==> src/rtl/pqcuark_bfu_wb_queue.sv <==
// Credit-gated result FIFO between the PQC butterfly unit (fixed-latency, non-stalling) and writeback.
// Optional PQCUARK_WBQ_BYPASS_EN: a result arriving at an empty queue with a ready arbiter goes straight out.

module pqcuark_bfu_wb_queue #(
    parameter int unsigned DEPTH    = 4,
    parameter int unsigned PIPE_LAT = 4,
    // Set to $bits(exe_wb_scalar_instr_t) at the instantiation site.
    parameter int unsigned DATA_W   = 64
) (
    input  logic                       clk_i,
    input  logic                       rst_i,
    input  logic                       flush_i,
    input  logic                       issue_valid_i,
    output logic                       issue_ready_o,
    input  logic                       res_valid_i,
    input  logic [DATA_W-1:0]          res_data_i,
    output logic                       wb_valid_o,
    output logic [DATA_W-1:0]          wb_data_o,
    input  logic                       wb_ready_i,
    output logic [$clog2(DEPTH):0]     occupancy_o,
    output logic                       overflow_o
);

    localparam int unsigned PTR_W = $clog2(DEPTH);
    localparam int unsigned CNT_W = PTR_W + 1;

    logic [DATA_W-1:0] mem_q [DEPTH];
    logic [PTR_W-1:0]  wr_ptr_q, rd_ptr_q;
    logic [CNT_W-1:0]  count_q, count_d;
    logic [CNT_W-1:0]  inflight_q, inflight_d;
    logic [CNT_W:0]    credits_used;
    logic              overflow_q;
    logic              empty, full, bypass, push, pop, do_push, fire;

    assign empty = (count_q == '0);
    assign full  = (count_q == CNT_W'(DEPTH));

    // Stored plus in-flight results may never exceed the storage, so no arrival can find it full.
    assign credits_used  = {1'b0, count_q} + {1'b0, inflight_q};
    assign issue_ready_o = (credits_used < (CNT_W + 1)'(DEPTH));
    assign fire          = issue_valid_i & issue_ready_o;

`ifdef PQCUARK_WBQ_BYPASS_EN
    assign bypass     = empty & res_valid_i & wb_ready_i & ~flush_i & ~rst_i;
    assign wb_valid_o = ~empty | bypass;
    assign wb_data_o  = bypass ? res_data_i : (empty ? '0 : mem_q[rd_ptr_q]);
`else
    assign bypass     = 1'b0;
    assign wb_valid_o = ~empty;
    assign wb_data_o  = empty ? '0 : mem_q[rd_ptr_q];
`endif

    assign push    = res_valid_i & ~flush_i & ~bypass;
    assign pop     = ~empty & wb_ready_i & ~flush_i;
    assign do_push = push & (~full | pop);

    assign occupancy_o = count_q;
    assign overflow_o  = overflow_q;

    always_comb begin
        count_d = count_q;
        case ({do_push, pop})
            2'b10:   count_d = count_q + CNT_W'(1);
            2'b01:   count_d = count_q - CNT_W'(1);
            default: count_d = count_q;
        endcase
    end

    always_comb begin
        inflight_d = inflight_q;
        case ({fire, res_valid_i})
            2'b10:   inflight_d = inflight_q + CNT_W'(1);
            // Saturate: a result with no recorded credit must not wrap the counter.
            2'b01:   inflight_d = (inflight_q != '0) ? inflight_q - CNT_W'(1) : inflight_q;
            default: inflight_d = inflight_q;
        endcase
    end

    always_ff @(posedge clk_i) begin
        if (rst_i) begin
            wr_ptr_q   <= '0;
            rd_ptr_q   <= '0;
            count_q    <= '0;
            inflight_q <= '0;
            overflow_q <= 1'b0;
        end else if (flush_i) begin
            wr_ptr_q   <= '0;
            rd_ptr_q   <= '0;
            count_q    <= '0;
            inflight_q <= '0;
        end else begin
            if (do_push) wr_ptr_q <= wr_ptr_q + PTR_W'(1);
            if (pop)     rd_ptr_q <= rd_ptr_q + PTR_W'(1);
            count_q    <= count_d;
            inflight_q <= inflight_d;
            if (push & full & ~pop) overflow_q <= 1'b1;
        end
    end

    always_ff @(posedge clk_i) begin
        if (do_push & ~rst_i) mem_q[wr_ptr_q] <= res_data_i;
    end

`ifndef SYNTHESIS
    // Raw dispatch history: a result is legitimate if anything entered the pipe PIPE_LAT cycles ago.
    logic [PIPE_LAT-1:0] issue_hist_q;

    always_ff @(posedge clk_i) begin
        if (rst_i || flush_i) issue_hist_q <= '0;
        else                  issue_hist_q <= {issue_hist_q[PIPE_LAT-2:0], issue_valid_i};
    end

    always_ff @(posedge clk_i) begin
        if (!rst_i) begin
            assert (!(res_valid_i && (inflight_q == '0) && !issue_hist_q[PIPE_LAT-1]))
                else $error("bfu_wb_queue: result arrived with no outstanding issue");
        end
    end
`endif

endmodule
==> config.mk <==
export PLATFORM = sky130hd
export DESIGN_NAME = pqcuark_bfu_wb_queue
export DESIGN_NICKNAME = d
export VERILOG_FILES = /design/src/rtl/pqcuark_bfu_wb_queue.sv
export SDC_FILE = /design/constraint.sdc
export NUM_CORES = 1
export LEC_CHECK = 0
export BUFFER_PORTS_ARGS = -buffer_cell sky130_fd_sc_hd__clkbuf_2
export CORE_ASPECT_RATIO = 0.5
export CORE_MARGIN = 5
export CORE_UTILIZATION = 50
export CTS_CLUSTER_SIZE = 24
export DETAILED_ROUTE_END_ITERATION = 12
export PLACE_DENSITY = 0.71
export SYNTH_ARGS = -nofsm -noshare
export SYNTH_HDL_FRONTEND = slang
export SYNTH_SLANG_ARGS = --single-unit
==> constraint.sdc <==
create_clock -name clk_i -period 3.1 [get_ports clk_i]
set_input_delay 0 -clock clk_i [delete_from_list [all_inputs] [get_ports clk_i]]
set_output_delay 0 -clock clk_i [all_outputs]
set_load 0.1 [all_outputs]
=== Yosys cells after proc, flatten, opt, wreduce, memory -nomap -nowiden ===
Memories as Yosys holds them, arrays and structs flattened. A register that Yosys moved wholly into a read port is not among the register bits.
Index checks and enable logic that the tools add are counted.

* Add/subtract/negate cells: 7
* Reduce and logical (&&, ||, !) cells: 7
* Bitwise gates (word level): 14
* Order comparisons: 1
* Multiplexer cells: 8
* Equal/unequal tests: 6

{| class="wikitable"
|+ Operators by type and width
! operator !! number
|-
| $mux W64 || 1
|-
| $pmux W3 S2 || 2
|-
| $and A1 B1 Y1 || 8
|-
| $add A3 B1 Y3 const B || 2
|-
| $sub A3 B1 Y3 const B || 2
|-
| $not A1 Y1 || 5
|-
| $add A2 B1 Y2 const B || 2
|-
| $add A3 B3 Y4 || 1
|-
| $eq A2 B1 Y1 const B || 2
|-
| $eq A2 B2 Y1 const B || 2
|-
| $lt A4 B3 Y1 const B || 1
|-
| $mux W2 || 2
|-
| $reduce_and A2 Y1 || 2
|-
| $reduce_bool A2 Y1 || 2
|-
| $eq A3 B3 Y1 const B || 1
|-
| $logic_not A3 Y1 || 1
|-
| $mux W3 || 1
|-
| $reduce_bool A3 Y1 || 1
|-
| $mux W1 || 2
|-
| $ne A2 B2 Y1 const B || 1
|-
| $reduce_or A2 Y1 || 1
|-
| $or A1 B1 Y1 || 1
|}

* Bits of input ports: 70
* Register bits after elaboration: 11
* Memories kept: 1
* Logic and storage cells: 49
* Memory bits (writable): 256
* Output and inout port bits: 70

{| class="wikitable"
|+ Memories
! memory !! words !! width !! rd ports !! clocked after Yosys merged registers in !! write ports !! RTL line !! text
|-
| mem_q || 4 || 64 || 1 || 1 || 1 || 27 || <nowiki>logic [DATA_W-1:0] mem_q [DEPTH];</nowiki>
|}

=== Logic depth before layout (Yosys ltp) ===
Gate-level depths: netlist of run 1.

* Word-level depth: 9
* Depth in mapped cells: 9
* Mapped depth without buffers: 9

=== Worst setup path before layout of run 1 ===
Ideal clock, no wire load.

* Path type: reg-to-output
* Start: register count_q[1] (netlist: occupancy_o[1])
* End: output issue_ready_o
* Buffers on the path: 0
* Cell stages (with the launch flop): 4
* Arrival: 4.443 ns
* Path slack: -1.343 ns
* Path through: dfxtp_1 ha_1 and3_1 nor4_1

* Cells in the longest elaborated chain, start to end: 2

{| class="wikitable"
|+ RTL lines
! element !! RTL line !! text
|-
| start: declaration || 29 || <nowiki>logic [CNT_W-1:0] count_q, count_d;</nowiki>
|-
| start signal: assignment || 94 || <nowiki>count_q <= count_d;</nowiki>
|-
| $add A3 B3 Y4 || 39 || <nowiki>assign credits_used = {1'b0, count_q} + {1'b0, inflight_q};</nowiki>
|-
| $lt A4 B3 Y1 || 40 || <nowiki>assign issue_ready_o = (credits_used < (CNT_W + 1)'(DEPTH));</nowiki>
|-
| end: declaration || 14 || <nowiki>output logic issue_ready_o,</nowiki>
|}

No other way between the ends.

=== Final worst setup path of run 1 ===
* Start: register count_q[0] (netlist: occupancy_o[0])
* End: output wb_data_o[1]

* Cells in the longest elaborated chain, start to end: 2

{| class="wikitable"
|+ RTL lines
! element !! RTL line !! text
|-
| $logic_not A3 Y1 || 35 || <nowiki>assign empty = (count_q == '0);</nowiki>
|-
| $mux W64 || 50 || <nowiki>assign wb_data_o = empty ? '0 : mem_q[rd_ptr_q];</nowiki>
|-
| end: declaration || 18 || <nowiki>output logic [DATA_W-1:0] wb_data_o,</nowiki>
|}

No other way between the ends.

==> results of run 1 <==
-- flip-flops by register name (all words and copies together), names as in the netlist, named ones only --
signal       count
overflow_o       1
wr_ptr_q         2
inflight_q       3
mem_q          256
occupancy_o      3
rd_ptr_q         2
-- final cells by class --
| cell class | count | area (um2) |
|---|---|---|
| Clock inverter | 17 | 137.6 |
| Clock buffer | 27 | 633.1 |
| Sequential cell | 269 | 7955 |
| Fill cell | 1396 | 7557 |
| Inverter | 8 | 30.03 |
| Multi-Input combinational cell | 195 | 2402 |
| Tap cell | 273 | 341.6 |
| Timing Repair Buffer | 218 | 1544 |
-- power by group --
| part | total (mW) | internal [mW] | switching [mW] | leakage, nW |
|---|---|---|---|---|
| combinational | 0.633 | 0.180 | 0.452 | 1.70 |
| clock | 2.89 | 1.64 | 1.25 | 0.370 |
| sequential | 4.02 | 4.01 | 0.0132 | 2.42 |
| total | 7.54 | 5.83 | 1.71 | 4.49 |
-- kinds of logic after synthesis --
group,after synthesis,synth area share (%)
AND/OR/NAND/NOR,104,6.045
adder cells (fa/ha/maj),8,1.097
multiplexers,67,14.05
flip-flops,269,75.74
AO/OA/AOI/OAI,11,1.133
XOR/XNOR,5,0.4173
buffers and inverters,32,1.526
-- per-layer routing --
| layer | track usage [%] | vias to the layer above | share of wire (%) |
|---|---|---|---|
| li1 | - | 2434 | - |
| met1 | 23.32 | 2741 | 43 |
| met2 | 29.70 | 99 | 51 |
| met3 | 3.099 | 18 | 4.1 |
| met4 | 3.216 | 0 | 1.0 |
| met5 | 0 | - | 0 |
-- worst max-delay path by stage --
stage / startpoint / endpoint / slack, ps
6_report: occupancy_o[0] / wb_data_o[1] / 510
2_1_floorplan: occupancy_o[1] / issue_ready_o / -160
4_1_cts: register / wb_data_o[17] / 470
3_5_place_dp: occupancy_o[0] / mem_q[2][48] / 830
3_3_place_gp: occupancy_o[0] / mem_q[2][15] / 900
5_1_grt: occupancy_o[0] / wb_data_o[1] / 360
-- cells in the final DEF, fill, tap and decap left out, types with 7 or more instances in the layout --
master,n
edfxtp_1,256
clkbuf_2,139
dlygate4sd3_1,67
and2_1,65
mux4_2,64
clkbuf_16,25
nor2_1,14
dfxtp_1,11
inv_1,8
clkinv_1,7
buf_12,7
-- cells in the mapped netlist, drive strengths merged, types with 2 or more instances --
cell | n | area [um2]
nand2 | 3 | 11.26
edfxtp | 256 | 7687
inv | 8 | 30.03
xnor2 | 4 | 35.03
ha | 6 | 75.07
clkbuf | 9 | 35.03
mux2 | 2 | 22.52
a2111oi | 2 | 55.05
and2 | 69 | 431.7
mux4 | 64 | 1441
nor2 | 14 | 52.55
fa | 2 | 40.04
nor4b | 3 | 38.79
buf | 15 | 95.08
nor3 | 5 | 30.03
a211oi | 2 | 15.01
dfxtp | 13 | 260.3
o21a | 2 | 15.01
nand3 | 2 | 10.01
-- timing repair --
item                      CTS  global route
hold endpoints to repair  259             0
hold buffers               67             0
gates resized for setup     0             0
-- per-stage QoR --
step                setup TNS [ps]  utilization, %  instance area (um2)
CTS                              0           63.32                13040
floorplan                   -161.2               -                10510
detailed placement               0           56.32                11600
global route                     0           63.32                13040
global placement                 0           56.32                11600
finish                           0           63.32                13040
-- tightest hold or removal path: cells and delay by family --
kind / cells / cell delay [ps]
buf+inv: 1 / 140
compound gates: 2 / 250
simple gates: 1 / 100
==> flow_summary.json, run 1 <==
{
  "status": "finished clean",
  "grt.total_usage_pct": 17.11,
  "period_minus_slack_ps": 2593,
  "gp_congestion": 0.7851,
  "h-tree-depth": 1,
  "cts_tree": "done",
  "chipHeight_um": 112.4,
  "fin_cells": 1007,
  "grt_first_pass_wirelength_um": 32720,
  "fin_ws_ps": 507.2,
  "area_growth_pct": 24.30,
  "cp_slowest_cell": "dfxtp_1",
  "reg2reg_setup_slack_ps": 820,
  "syn_area_um2": 10490,
  "worstHoldStart": "wb_ready_i",
  "synth_edf_count": 256,
  "post-route-period-util_pct": 83.64,
  "dieArea_um2": 24160,
  "first_iter_violations": 348,
  "criticalPathCategory": "register to primary output",
  "viasPerCell": 5.255,
  "diodes": 0,
  "r2r_start": "occupancy_o[0]",
  "holdPathStages": 4,
  "vdd_drop_max_uv": 331.8,
  "rr_endpoint": "mem_q[2][25]",
  "report.power.total_mw": 7.542,
  "clk_root_buffer_cell": "clkbuf_16",
  "setup_violations": 0,
  "start_kind": "register",
  "critPathMaxFanout": 36,
  "cp_cell_sequence": "or3_4 -> buf_4 -> and2_1 -> clkbuf_2",
  "nets": 794,
  "clk_pin_slew_ps": 70,
  "critPathArrivalTime_ps": 2590,
  "wire_per_inst_um": 20.07,
  "max_cap_violations": 0,
  "synth-async-reset-ratio_pct": 0,
  "slew-limit-headroom_pct": 57.95,
  "grt-ovfl-total": 0,
  "hold_violations": 0,
  "ys_types": 40,
  "place_ws_ps": 829.2,
  "synth_nets": 574,
  "ios": 140,
  "worstPathRequired_ps": 3100,
  "first_pass_iters": 4,
  "hold_ws_ps": 27.21,
  "powerDensity_nw_per_um2": 578.2,
  "start_util_pct": 50.94,
  "first_global_vias": 5672,
  "worst_slew_pin_slew_ps": 629.2,
  "cp_top_family": "buffers and inverters",
  "hold_end": "wr_ptr_q[1]",
  "placedCellCount": 896,
  "synth_ff_type": "edfxtp_1",
  "ys_seq_area_share_pct": 75.74,
  "grt_start_max_net_pins": 65,
  "drc": 0,
  "drive_above_1_share_pct": 36.24,
  "clockBufferDepth": 3,
  "numClockSinks": 269,
  "hpwlAfterDp_um": 12540,
  "leakagePower_nw": 4.494,
  "cp.depth": 4,
  "finClkSkew_ps": 14.02,
  "antenna_found_initial": 0,
  "fmax_mhz": 385.7,
  "post_cts_buffers": 0,
  "rsz0062_at_grt": "false",
  "rows": 37,
  "antenna_left": 0,
  "cp_slowest_stage_delay_ps": 510,
  "coreArea_um2": 20600,
  "hp-class": "input port to register",
  "die_x_um": 214.9,
  "ys_seq_elements": 269,
  "num_vias": 5292,
  "reg2reg_depth": 4,
  "ys_warn_count": 0,
  "drv_slew": 0,
  "postSynthAreaPerCell_um2": 21.16,
  "insertion_delay_ps": 510,
  "wirelength_um": 20210,
  "numCtsBuffers": 24,
  "crit_buf_inv": 2,
  "worstSetupEndpointType": "primary output",
  "io_buffer_count": 139,
  "synthCells": 496
}
No activity file was read; power rests on OpenSTA's default activity.
==> run 2: changes to the inputs <==
clock period = 2.65 ns   (was 3.1 ns; I/O delays follow)
==> run 2 against run 1 <==
  * Non-clock buffer count is 1 lower
  * Die area did not move
  * Global-route usage is 0.39 points lower
  * Largest power group unchanged
==> flow_summary.json, run 2 (synthesized netlist as in run 1, its figures left out) <==
{
  "ios": 140,
  "insertion_delay_ps": 510,
  "fin_cells": 1004,
  "place_ws_ps": 303.3,
  "mostFrequentLayoutCell": "edfxtp_1",
  "first_global_vias": 5770,
  "status": "finished clean",
  "fmax_mhz": 407.6,
  "finClkSkew_ps": 9.373,
  "first_iter_violations": 268,
  "reg2reg_depth": 3,
  "post-route-period-util_pct": 92.57,
  "seq_area_um2": 7955,
  "placedCellCount": 895,
  "first_pass_iters": 4,
  "holdPathStages": 5,
  "grt_first_pass_wirelength_um": 32110,
  "numCtsBuffers": 23,
  "cts_resized": 0,
  "grt-ovfl-total": 0,
  "cts_tree": "done",
  "viasPerCell": 5.337,
  "hpwlAfterDp_um": 11560,
  "critPathMaxFanout": 16,
  "regMostFlops": "mem_q",
  "fillers": 1430,
  "worstSetupEndpointType": "primary output",
  "wire_per_inst_um": 19.94,
  "leakagePower_nw": 4.461,
  "grt.total_usage_pct": 16.73,
  "rows": 37,
  "chipHeight_um": 112.4,
  "vdd_drop_max_uv": 343.1,
  "fin_ws_ps": 196.8,
  "antenna_left": 0,
  "setup_violations": 0,
  "wirelength_um": 20020,
  "critPathArrivalTime_ps": 2450,
  "h-tree-depth": 1,
  "num_vias": 5358,
  "clk_root_buffer_cell": "clkbuf_16",
  "postLayoutCellArea_um2": 12960,
  "area_growth_pct": 23.49,
  "rsz0062_at_grt": "false",
  "multi_input_area_um2": 2422,
  "post_dp_cell_area_um2": 11560,
  "slew-limit-headroom_pct": 32.03,
  "antenna_found_initial": 0,
  "post_cts_buffers": 0,
  "worstPathRequired_ps": 2650,
  "clockBufferDepth": 3,
  "coreArea_um2": 20600,
  "drv_slew": 0,
  "diodes": 0,
  "final_cell_mix": "256 x edfxtp_1, 139 x clkbuf_2, 67 x dlygate4sd3_1, 64 x mux4_2, 56 x and2_1",
  "largest_register_ffs": 256,
  "io_buffer_count": 139,
  "drc": 0,
  "hold_ws_ps": 49.27,
  "grt_start_max_net_pins": 65,
  "drive_above_1_share_pct": 37.21,
  "gp_congestion": 0.7369,
  "finalSetupTns_ps": 0,
  "hold_violations": 0,
  "powerDensity_nw_per_um2": 670.8,
  "report.power.total_mw": 8.693,
  "numClockSinks": 269,
  "start_util_pct": 50.94,
  "criticalPathCategory": "register to primary output",
  "max_cap_violations": 0,
  "cts_hold_buf": 67,
  "dieArea_um2": 24160,
  "period_minus_slack_ps": 2453,
  "utilization_pct": 62.90,
  "start_kind": "register",
  "hp-class": "input port to register",
  "clk_pin_slew_ps": 70,
  "die_x_um": 214.9,
  "nets": 792,
  "worst_slew_pin_slew_ps": 1020
}
run 2: area by class of cell:
class | instances | area share [%]
Multi-Input combinational cell | 195 | 18.69
Inverter | 8 | 0.2317
Clock inverter | 15 | 1.023
Timing Repair Buffer | 217 | 11.47
Tap cell | 273 | 2.636
Sequential cell | 269 | 61.39
Clock buffer | 27 | 4.557
run 2: path summary, 6_finish.rpt:
check	startpoint	to	slack [ps]
max	register	wb_data_o[43]	200
min	wb_ready_i	occupancy_o[1]	50
max reg2reg	occupancy_o[1]	mem_q[2][8]	320
min reg2reg	wr_ptr_q[1]	wr_ptr_q[1]	540
run 2: power breakdown:
| group | internal (mW) | switching, mW | total (mW) | leakage (nW) |
|---|---|---|---|---|
| Combinational | 0.210 | 0.527 | 0.738 | 1.70 |
| Sequential | 4.69 | 0.0139 | 4.70 | 2.42 |
| Clock | 1.80 | 1.45 | 3.25 | 0.341 |
run 2: critical path, cell delays in order, from the launching register on:
cell and delay (ps):
dfxtp_4 580, buf_4 290, mux4_2 510, and2_1 190, clkbuf_2 370
run 2: routing by layer:
metal / global-route usage [%] / share of wire [%] / vias to the layer above
met5: 0 / 0 / -
met4: 3.302 / 1.7 / 0
met3: 2.614 / 3.1 / 28
met2: 29.25 / 51 / 88
met1: 22.81 / 44 / 2805
li1: - / - / 2437
==> run 3: changes to the inputs <==
PLACE_DENSITY = 0.73   (was 0.71)
RECOVER_POWER = 100   (was not set)
clock period = 2.05 ns   (was 2.65 ns; I/O delays follow)
==> run 3 against run 2 <==
  * The run now ends with setup timing left
  * Clock skew fell by 0.82 ps
  * Clock power up 37%
  * Worst setup slack worse by 220 ps
  * Combinational power rose by 68%
  * Largest power group unchanged
==> flow_summary.json, run 3 (synthesized netlist as in run 1, its figures left out) <==
{
  "slew-limit-headroom_pct": 20.65,
  "leakagePower_nw": 4.790,
  "grt_first_pass_wirelength_um": 32930,
  "h-tree-depth": 1,
  "post-route-period-util_pct": 101.2,
  "worstPathRequired_ps": 2050,
  "violations": "setup timing",
  "vdd_drop_max_uv": 544.1,
  "cp_cell_sequence": "buf_12 -> clkbuf_16 -> mux4_2 -> and2_4 -> buf_12",
  "grt.total_usage_pct": 17.27,
  "critPathMostFrequentCell": "buf_12",
  "finClkSkew_ps": 8.550,
  "critPathMaxFanout": 7,
  "fin_cells": 1028,
  "diodes": 0,
  "hold_ws_ps": 27.58,
  "holdPathStages": 5,
  "place_ws_ps": -10.39,
  "clockBufferDepth": 3,
  "first_pass_iters": 5,
  "antenna_left": 0,
  "io_buffer_count": 139,
  "num_vias": 5468,
  "worstHoldStart": "wb_ready_i",
  "insertion_delay_ps": 510,
  "worst_slew_pin_slew_ps": 1195,
  "hp-class": "input port to register",
  "final_cell_mix": "256 x edfxtp_1, 74 x clkbuf_1, 74 x buf_12, 67 x dlygate4sd3_1, 64 x mux4_2",
  "fin_ws_ps": -24.55,
  "numCtsBuffers": 24,
  "rows": 37,
  "rr_endpoint": "inflight_q[2]",
  "r2r_start": "inflight_q[1]",
  "grt-ovfl-total": 0,
  "drv_slew": 0,
  "placedCellCount": 903,
  "wire_per_inst_um": 20.81,
  "gp_congestion": 0.7030,
  "max_cap_violations": 0,
  "first_global_vias": 5780,
  "hold_end": "occupancy_o[0]",
  "critPathArrivalTime_ps": 2070,
  "crit_buf_inv": 3,
  "clk_root_buffer_cell": "clkbuf_16",
  "viasPerCell": 5.319,
  "cp_slowest_stage_delay_ps": 500,
  "drive_above_1_share_pct": 37.62,
  "numClockSinks": 269,
  "reg2reg_depth": 8,
  "worstSetupEndpointType": "primary output",
  "dieArea_um2": 24160,
  "reg2reg_setup_slack_ps": 50,
  "utilization_pct": 70.34,
  "cts_tree": "done",
  "finalSetupTns_ps": -202.4,
  "chipHeight_um": 112.4,
  "regMostFlops": "mem_q",
  "mostFrequentLayoutCell": "edfxtp_1",
  "hold_violations": 0,
  "period_minus_slack_ps": 2075,
  "cp_slowest_cell": "mux4_2",
  "die_x_um": 214.9,
  "cp_top_family": "buffers and inverters",
  "start_kind": "register",
  "first_iter_violations": 264,
  "fmax_mhz": 482.0,
  "hpwlAfterDp_um": 12350,
  "start_util_pct": 50.94,
  "clk_pin_slew_ps": 70,
  "rsz0062_at_grt": "true",
  "drc": 0,
  "nets": 815,
  "criticalPathCategory": "register to primary output",
  "grt_start_max_net_pins": 35,
  "setup_violations": 20,
  "ios": 140,
  "area_growth_pct": 38.08,
  "antenna_found_initial": 0,
  "wirelength_um": 21400,
  "status": "finished, violations left",
  "coreArea_um2": 20600,
  "powerDensity_nw_per_um2": 811.7,
  "largest_register_ffs": 256
}
[run 3: cell types whose count changed in the layout (fill, tap and decap cells not counted), moves of 8 or more]
cell      previous run  this run
clkbuf_2           139         6
buf_12               3        74
clkbuf_1             4        74
and2_4               4        58
and2_1              56         6
and2_2               9         1
buf_6                0         8
[run 3: worst register-to-register path: cells and delay by family, from the launching register on]
family	cells	cell delay, ps
and+or+nand+nor	5	660
adders and majority gates	2	750
DFF	1	330
AOI/OAI and AO/OA	1	150
[run 3: report_power, final]
part	switching, mW	leakage (nW)	internal [mW]	total [mW]
Clock	1.89	0.372	2.55	4.44
Combinational	0.735	2.00	0.505	1.24
Sequential	0.0166	2.42	6.06	6.08
Total	2.64	4.79	9.12	11.8
[run 3: metal layers]
layer / global-route usage [%] / part of all wire, % / vias up
li1: - / - / 2478
met1: 23.07 / 42 / 2857
met2: 30.84 / 52 / 106
met3: 2.856 / 3.7 / 27
met4: 3.002 / 1.4 / 0
met5: 0 / 0 / -
[run 3: through the flow]
step / instance area, um2 / total power, mW
floorplan: 10560 / 6.827
global placement: 12740 / 7.256
detailed placement: 12740 / 7.277
CTS: 14340 / 11.85
global route: 14490 / 12.20
finish: 14490 / 11.76
[run 3: how the worst max path moves through the flow]
stage | startpoint | endpoint | slack [ps] | cells past startpoint
2_1_floorplan | occupancy_o[1] | issue_ready_o | -30 | 3
3_3_place_gp | occupancy_o[1] | inflight_q[2] | 90 | 8
3_5_place_dp | inflight_q[1] | inflight_q[2] | -10 | 8
4_1_cts | register | wb_data_o[50] | -100 | 4
5_1_grt | register | wb_data_o[6] | -90 | 5
6_report | register | wb_data_o[31] | -20 | 5
[run 3: final cells by class]
cell class                      instances  area [um2]
Inverter                                8       30.03
Tap cell                              273       341.6
Timing Repair Buffer                  239        2786
Clock inverter                         13       151.4
Fill cell                            1291        6111
Clock buffer                           31       626.9
Sequential cell                       269        7964
Multi-Input combinational cell        195        2590
[run 3: repair_timing]
| item | CTS | global route |
|---|---|---|
| hold buffers | 67 | 0 |
| endpoints found under the hold margin | 261 | 0 |
| endpoints found under the setup margin | 61 | 65 |
| setup buffers | 2 | 6 |
| cloned | 1 | 6 |
| gates resized for setup | 33 | 52 |
| pin swaps | 11 | 20 |
